==> config.mk <==
export PLATFORM = sky130hd
export DESIGN_NAME = multicycle_adder
export DESIGN_NICKNAME = d
export VERILOG_FILES = /design/src/rtl/multicycle_adder.sv
export SDC_FILE = /design/constraint.sdc
export NUM_CORES = 1
export LEC_CHECK = 0
export BUFFER_PORTS_ARGS = -buffer_cell sky130_fd_sc_hd__buf_2
export CAP_MARGIN = 20
export CORE_ASPECT_RATIO = 1.5
export CORE_MARGIN = 2
export CORE_UTILIZATION = 30
export DETAILED_ROUTE_END_ITERATION = 6
export PLACE_DENSITY = 0.61
export SETUP_SLACK_MARGIN = 0.5
export SYNTH_ARGS = -nofsm -noshare
export SYNTH_HDL_FRONTEND = slang
export SYNTH_SLANG_ARGS = --single-unit
==> constraint.sdc <==
create_clock -name clk -period 2.5 [get_ports clk]
set_input_delay 0.125 -clock clk [delete_from_list [all_inputs] [get_ports clk]]
set_output_delay 0.125 -clock clk [all_outputs]
set_load 0.02 [all_outputs]
==> src/rtl/multicycle_adder.sv <==
// multicycle_adder: digit-serial adder/subtractor, LSD first, with valid/ready on both sides.
module multicycle_adder #(
  parameter int WIDTH = 16,
  parameter int DIGIT = 4
) (
  input  logic             clk,
  input  logic             rst_n,
  input  logic             in_valid,
  output logic             in_ready,
  input  logic [WIDTH-1:0] a,
  input  logic [WIDTH-1:0] b,
  input  logic             cin,
  input  logic             sub,
  output logic             out_valid,
  input  logic             out_ready,
  output logic [WIDTH-1:0] Sum,
  output logic             Cout,
  output logic             Ovf
);
  localparam int NSTEP = WIDTH / DIGIT;
  localparam int SW = $clog2(NSTEP) + 1;
  if (WIDTH < 2 || DIGIT < 1 || WIDTH % DIGIT != 0) begin : g_bad_params
    $error("multicycle_adder: WIDTH must be >= 2 and a multiple of DIGIT");
  end
  typedef enum logic [1:0] {IDLE, RUN, DONE} state_t;
  state_t state, state_nx;
  logic [WIDTH-1:0] a_r, b_r;
  logic carry;
  logic [SW-1:0] step;
  logic [DIGIT-1:0] dsum;
  logic [DIGIT:0] c;
  logic accept, last;
  logic [WIDTH+DIGIT-1:0] shifted;
  assign in_ready = state == IDLE || (state == DONE && out_ready);
  assign accept = in_valid && in_ready;
  assign last = step == SW'(NSTEP - 1);
  assign out_valid = state == DONE;
  // ripple-carry slice of full adders fed by the registered carry
  assign c[0] = carry;
  for (genvar i = 0; i < DIGIT; i++) begin : g_fa
    assign dsum[i] = a_r[i] ^ b_r[i] ^ c[i];
    assign c[i+1] = (a_r[i] & b_r[i]) | (c[i] & (a_r[i] ^ b_r[i]));
  end
  assign shifted = {dsum, Sum};
  always_comb begin
    state_nx = state;
    case (state)
      IDLE: state_nx = accept ? RUN : IDLE;
      RUN: state_nx = last ? DONE : RUN;
      DONE: state_nx = accept ? RUN : (out_ready ? IDLE : DONE);
      default: state_nx = IDLE;
    endcase
  end
  always_ff @(posedge clk or negedge rst_n)
    if (!rst_n) state <= IDLE;
    else state <= state_nx;
  always_ff @(posedge clk or negedge rst_n)
    if (!rst_n) begin
      a_r <= '0;
      b_r <= '0;
      carry <= 1'b0;
      step <= '0;
      Sum <= '0;
      Cout <= 1'b0;
      Ovf <= 1'b0;
    end else if (accept) begin
      a_r <= a;
      b_r <= sub ? ~b : b;
      carry <= cin ^ sub;
      step <= '0;
    end else if (state == RUN) begin
      a_r <= a_r >> DIGIT;
      b_r <= b_r >> DIGIT;
      carry <= c[DIGIT];
      step <= step + SW'(1);
      Sum <= shifted[WIDTH+DIGIT-1:DIGIT];
      if (last) begin
        Cout <= c[DIGIT];
        Ovf <= c[DIGIT] ^ c[DIGIT-1];
      end
    end
endmodule

==> results of run 1 <==
## Yosys cell counts
cell	instances	share of area
a221o_1	6	0.022
fa_1	4	0.029
nand3b_1	1	0.0028
o21ai_1	25	0.046
mux2_1	1	0.0041
and2_1	7	0.016
nor3b_1	1	0.0028
nand2b_1	3	0.0069
buf_6	3	0.012
xnor2_1	2	0.0064
nor2_1	2	0.0028
mux2i_1	18	0.066
a221oi_2	1	0.0055
nand3_1	26	0.048
ha_1	2	0.0092
xor2_1	17	0.055
o21ai_0	6	0.011
buf_4	5	0.014
buf_2	12	0.022
o21bai_1	1	0.0028
nor2b_1	3	0.0069
inv_1	9	0.012
a21oi_1	2	0.0037
nand2_1	56	0.077
a21oi_2	1	0.0032
dfrtp_1	56	0.51
## area by class of cell
class	instances	area, um^2
Fill cell	903	5505
Inverter	9	33.78
Clock inverter	2	35.03
Clock buffer	6	128.9
Tap cell	110	137.6
Timing Repair Buffer	72	400.4
Multi-Input combinational cell	185	1186
Sequential cell	56	1401
## power groups by stage
stage	Clock (mW)	Combinational [mW]	Sequential, mW
2_1_floorplan	0	1.29	1.67
3_3_place_gp	0	1.80	1.55
3_5_place_dp	0	1.84	1.57
4_1_cts	0.801	1.89	1.55
5_1_grt	0.846	2.11	1.59
6_report	0.787	1.89	1.54
## cell families (layout without fill, tap and decap cells)
kind of cell / Yosys count / in the layout / synth area share
AOI/OAI and AO/OA: 42 / 42 / 0.09395
xor gates and xnor gates: 19 / 19 / 0.06095
adders and majority gates: 6 / 6 / 0.03850
buffers and inverters: 29 / 89 / 0.06050
DFF: 56 / 56 / 0.5133
muxes: 19 / 19 / 0.07012
and+or+nand+nor: 99 / 99 / 0.1627
## layer usage
layer  vias to the layer above  wire [um]
li1                       1013          -
met1                       984       2535
met2                        39       3125
met3                         7        251
met4                         0         96
met5                         -          0
## final timing paths
kind                       startpoint  endpoint  slack [ps]  cells past startpoint
min in group asynchronous       rst_n    b_r[3]         330                      2
setup reg to reg               b_r[0]     carry         390                     10
setup / recovery               b_r[0]     carry         390                     10
max in group asynchronous       rst_n      Cout        1530                      3
hold / removal              out_ready  state[1]          40                      2
hold reg to reg                Sum[1]    Sum[1]         470                      2
## worst max-delay path: stages (launching register included)
cell and delay, ps:
dfrtp_1 400, fa_2 390, inv_2 60, fa_2 180, inv_2 40, fa_2 340, inv_2 60, fa_2 200
nor3b_2 50, a221oi_2 180, a21oi_1 60
## through the flow
step | utilization | setup WS [ps]
2_1_floorplan | - | 474.8
3_3_place_gp | 0.3522 | 379.8
3_5_place_dp | 0.3522 | 316.7
4_1_cts | 0.3739 | 353.8
5_1_grt | 0.3764 | 299.3
6_report | 0.3764 | 390.6
## sequential cells by signal, indices dropped and copies added (netlist names)
register	flops
Cout	1
Sum	16
carry	1
step	3
a_r	16
Ovf	1
b_r	16
state	2
## timing repair
item / CTS / global route
hold buffers: 1 / 0
pin swaps: 4 / 2
resized for setup: 4 / 0
endpoints found under the hold margin: 19 / 0
buffers inserted: 2 / 3
setup endpoints to repair: 3 / 4
==> impl_metrics.ini, run 1 <==
[timing]
fin_crit_sh = 0.8438
hold_viol_final = 0
drv_slew = 0
tns_ps = 0
rsz0062_at_grt = true
tightest_slew_ps = 666.6
fmax_ghz = 0.4741
period_needed_ps = 2109
setup_viol = 0
finalClockSkew_ps = 5.359
holdWs_ps = 43.57
slew-limit-headroom = 0.5556

[placement]
place_area_um2 = 3109
dp_cells = 426
place_congestion = 0.7662
port-buffer-count = 57
dp_hpwl_mm = 4.310

[pwr]
p_clk_frac = 0.187
p_seq_frac = 0.366
switchingPower_mw = 1.656
power_mw = 4.216
power.share.switching = 0.3927
leakage_nw = 1.648
intPower_mw = 2.560
ir_worst_vdd_mv = 0.4662
p_comb_frac = 0.447
power.density_nw_per_um2 = 1269

[clock_network]
clkSlewWorstSetupHoldPaths_ps = 70
cts_max_level = 2
clk_latency_ps = 290
clockBufferDepth = 2
cts_sinks = 56
root_buffer = clkbuf_16
numCtsBuffers = 5
cts_tree = built

[cells_and_area]
nNetsFinal = 373
final_layout_size_suffix_gt1_frac = 0.2758
layout_commonest_cell = buf_2
num_antenna_cells = 0
final_cell_mix = buf_2, dfrtp_1, nand2_1
syn2layout_area_growth_pct = 21.72
fin_area_um2 = 3323
fin_cells = 440

[routing]
drc = 0
first_pass_iters = 4
wl_mm = 6.008
vias = 2043
drt_iter0_drc = 58
viasPerCell = 4.643
wire_per_inst_um = 13.65
antenna_left = 0

[critical_path]
end_kind = register
cp_max_fo = 2
critPathKind = register to register
start_kind = register
required_ps = 2650
cp.arrival_ps = 2260

[grt]
use_met2 = 0.2180
met3_usage = 0.02463
track_usage = 0.1300
grt.busiest_layer = met2
grt_overflow = 0
met1_usage = 0.1665
antenna_found_initial = 0
grt_max_degree = 30
first_global_vias = 1971
grt_pass1_wl_mm = 9.777

[synth]
yosysWarnings = 0
ys_seq_area_frac = 0.5133
syn_area_um2 = 2730
syn_nets = 314
syn_inst = 270
synth_cell_types = 26
yosys_register_bits = 56
syn_avg_cell_area_um2 = 10.11

[floorplanning]
initial_utilization = 0.3092
design.core.area_um2 = 8828
dieArea_um2 = 9895
fp-row-count = 42
die_h_um = 120.8
boundaryPins = 58
die_x_um = 81.89

[run_status]
outcome = finished, final reports clean

[hold_path]
hp-class = input pin to register

[job]
cap_violations = 0
No activity file was read; power rests on OpenSTA's default activity.
==> run 2: changes to the inputs <==
==> constraint.sdc (replaced) <==
create_clock -name clk -period 2 [get_ports clk]
set_input_delay 0.1 -clock clk [delete_from_list [all_inputs] [get_ports clk]]
set_output_delay 0.1 -clock clk [all_outputs]
set_load 0.02 [all_outputs]
==> impl_metrics.ini, run 2 (same netlist as run 1, synthesis figures left out) <==
[cells_and_area]
final_layout_size_suffix_gt1_frac = 0.2900
final_cell_mix = buf_2, nand2_1, dfrtp_1
syn2layout_area_growth_pct = 23.33
num_antenna_cells = 0
fillerInstances = 926
multi_input_area_um2 = 1195
nNetsFinal = 374
fin_util = 0.3814
final-seq-area_um2 = 1404
layout_commonest_cell = buf_2
fin_area_um2 = 3367
reg_top3 = Sum (16), a_r (16), b_r (16)

[timing]
fmax_ghz = 0.4779
period_needed_ps = 2093
tightest_slew_ps = 478.7
finalClockSkew_ps = 8.526
setup_viol = 3
slew-limit-headroom = 0.6809
drv_slew = 0
fin_crit_sh = 1.046
hold_viol_final = 0
rsz0062_at_grt = true
final.setup.worst_slack_ps = -92.59

[placement]
dp_slack_ps = -111.2
dp_hpwl_mm = 4.402
place_congestion = 0.7938
place_area_um2 = 3162
port-buffer-count = 57

[critical_path]
end_kind = register
required_ps = 2180
critPathKind = register to register
cp_max_fo = 3
start_kind = register
cp.arrival_ps = 2280

[clock_network]
root_buffer = clkbuf_16
cts_max_level = 2
cts_sinks = 56
clk_latency_ps = 300
cts_tree = built
numCtsBuffers = 5
clockBufferDepth = 2
clkSlewWorstSetupHoldPaths_ps = 70

[floorplanning]
dieArea_um2 = 9895
fp-row-count = 42
die_h_um = 120.8
initial_utilization = 0.3092
boundaryPins = 58
design.core.area_um2 = 8828
die_x_um = 81.89

[grt]
grt_max_degree = 34
first_global_vias = 2065
track_usage = 0.1331
antenna_found_initial = 0
grt_pass1_wl_mm = 10.07
grt_overflow = 0

[routing]
drt_iter0_drc = 44
viasPerCell = 4.603
wl_mm = 6.182
wire_per_inst_um = 14.02
antenna_left = 0
first_pass_iters = 4
vias = 2030
drc = 0

[run_status]
violations = setup timing
outcome = complete, but fails checks

[pwr]
ir_worst_vdd_mv = 0.6557
power.density_nw_per_um2 = 1566
leakage_nw = 1.652

[hold_path]
hp-class = input pin to register

[job]
cap_violations = 0
[run 2: changes by cell type in the layout (fill, tap and decap cells not counted), moves of 2 or more]
cell        change
dfrtp_1         -2
o21ai_1         +2
buf_12          +3
clkinvlp_4      +2
o21ai_0         -2
buf_4           -3
dfrtp_2         +2
[run 2: layer usage]
layer  vias to the layer above  global-route usage  share of wire
met2                        40              0.2266           0.54
li1                       1018                   -              -
met1                       965              0.1646           0.40
met4                         0             0.04479          0.020
met5                         -                   0              0
met3                         7             0.02687          0.037
[run 2: area by class of cell]
type,instances,share of cell area
multi-input cells,185,0.3549
clock inverters,3,0.007061
clock buffers,5,0.03716
flip-flops and latches,56,0.4169
well taps,110,0.04088
inverters,9,0.01003
repair buffers,73,0.1330
[run 2: worst max-delay path, cell delays in order (launching register included)]
cell and delay (ps):
dfrtp_1 410, fa_2 390, inv_2 60, fa_2 180, inv_2 40, fa_2 340
inv_2 60, fa_2 220, nor3b_2 60, a221oi_2 160, a21oi_1 60
[run 2: report_power, final]
part / internal (mW) / switching, mW / total [mW] / leakage (nW)
logic: 1.06 / 1.39 / 2.44 / 0.873
clock network: 0.467 / 0.409 / 0.876 / 0.0660
registers: 1.63 / 0.327 / 1.96 / 0.713
total: 3.15 / 2.12 / 5.27 / 1.65
[run 2: through the flow]
step / TNS [ps] / instances / hold slack (ps) / total power, mW
after floorplan: -49.97 / 270 / -195.6 / 3.691
after global placement: -173.3 / 428 / 81.27 / 4.296
after detailed placement: -246.1 / 428 / 89.36 / 4.384
after CTS: -259.2 / 438 / 32.46 / 5.319
after global routing: -477.5 / 441 / 50.44 / 5.715
final: -232.5 / 441 / 34.68 / 5.273
[run 2: path summary, 6_finish.rpt]
kind                       depth (start not counted)    from  slack [ps]      end
min reg2reg                                        2  Sum[3]         470   Sum[3]
max                                               10  a_r[0]         -90    carry
min in group asynchronous                          2   rst_n         300   b_r[9]
max reg2reg                                       10  a_r[0]         -90    carry
max in group asynchronous                          3   rst_n        1130   Sum[5]
min                                                3   a[15]          30  a_r[15]
[run 2: what timing repair did]
action                                  CTS  global route
hold endpoints to repair                 18             0
hold buffers                              2             0
resized for setup                         8             2
buffers inserted                          0             3
pin swaps                                 5             3
endpoints found under the setup margin   39            33
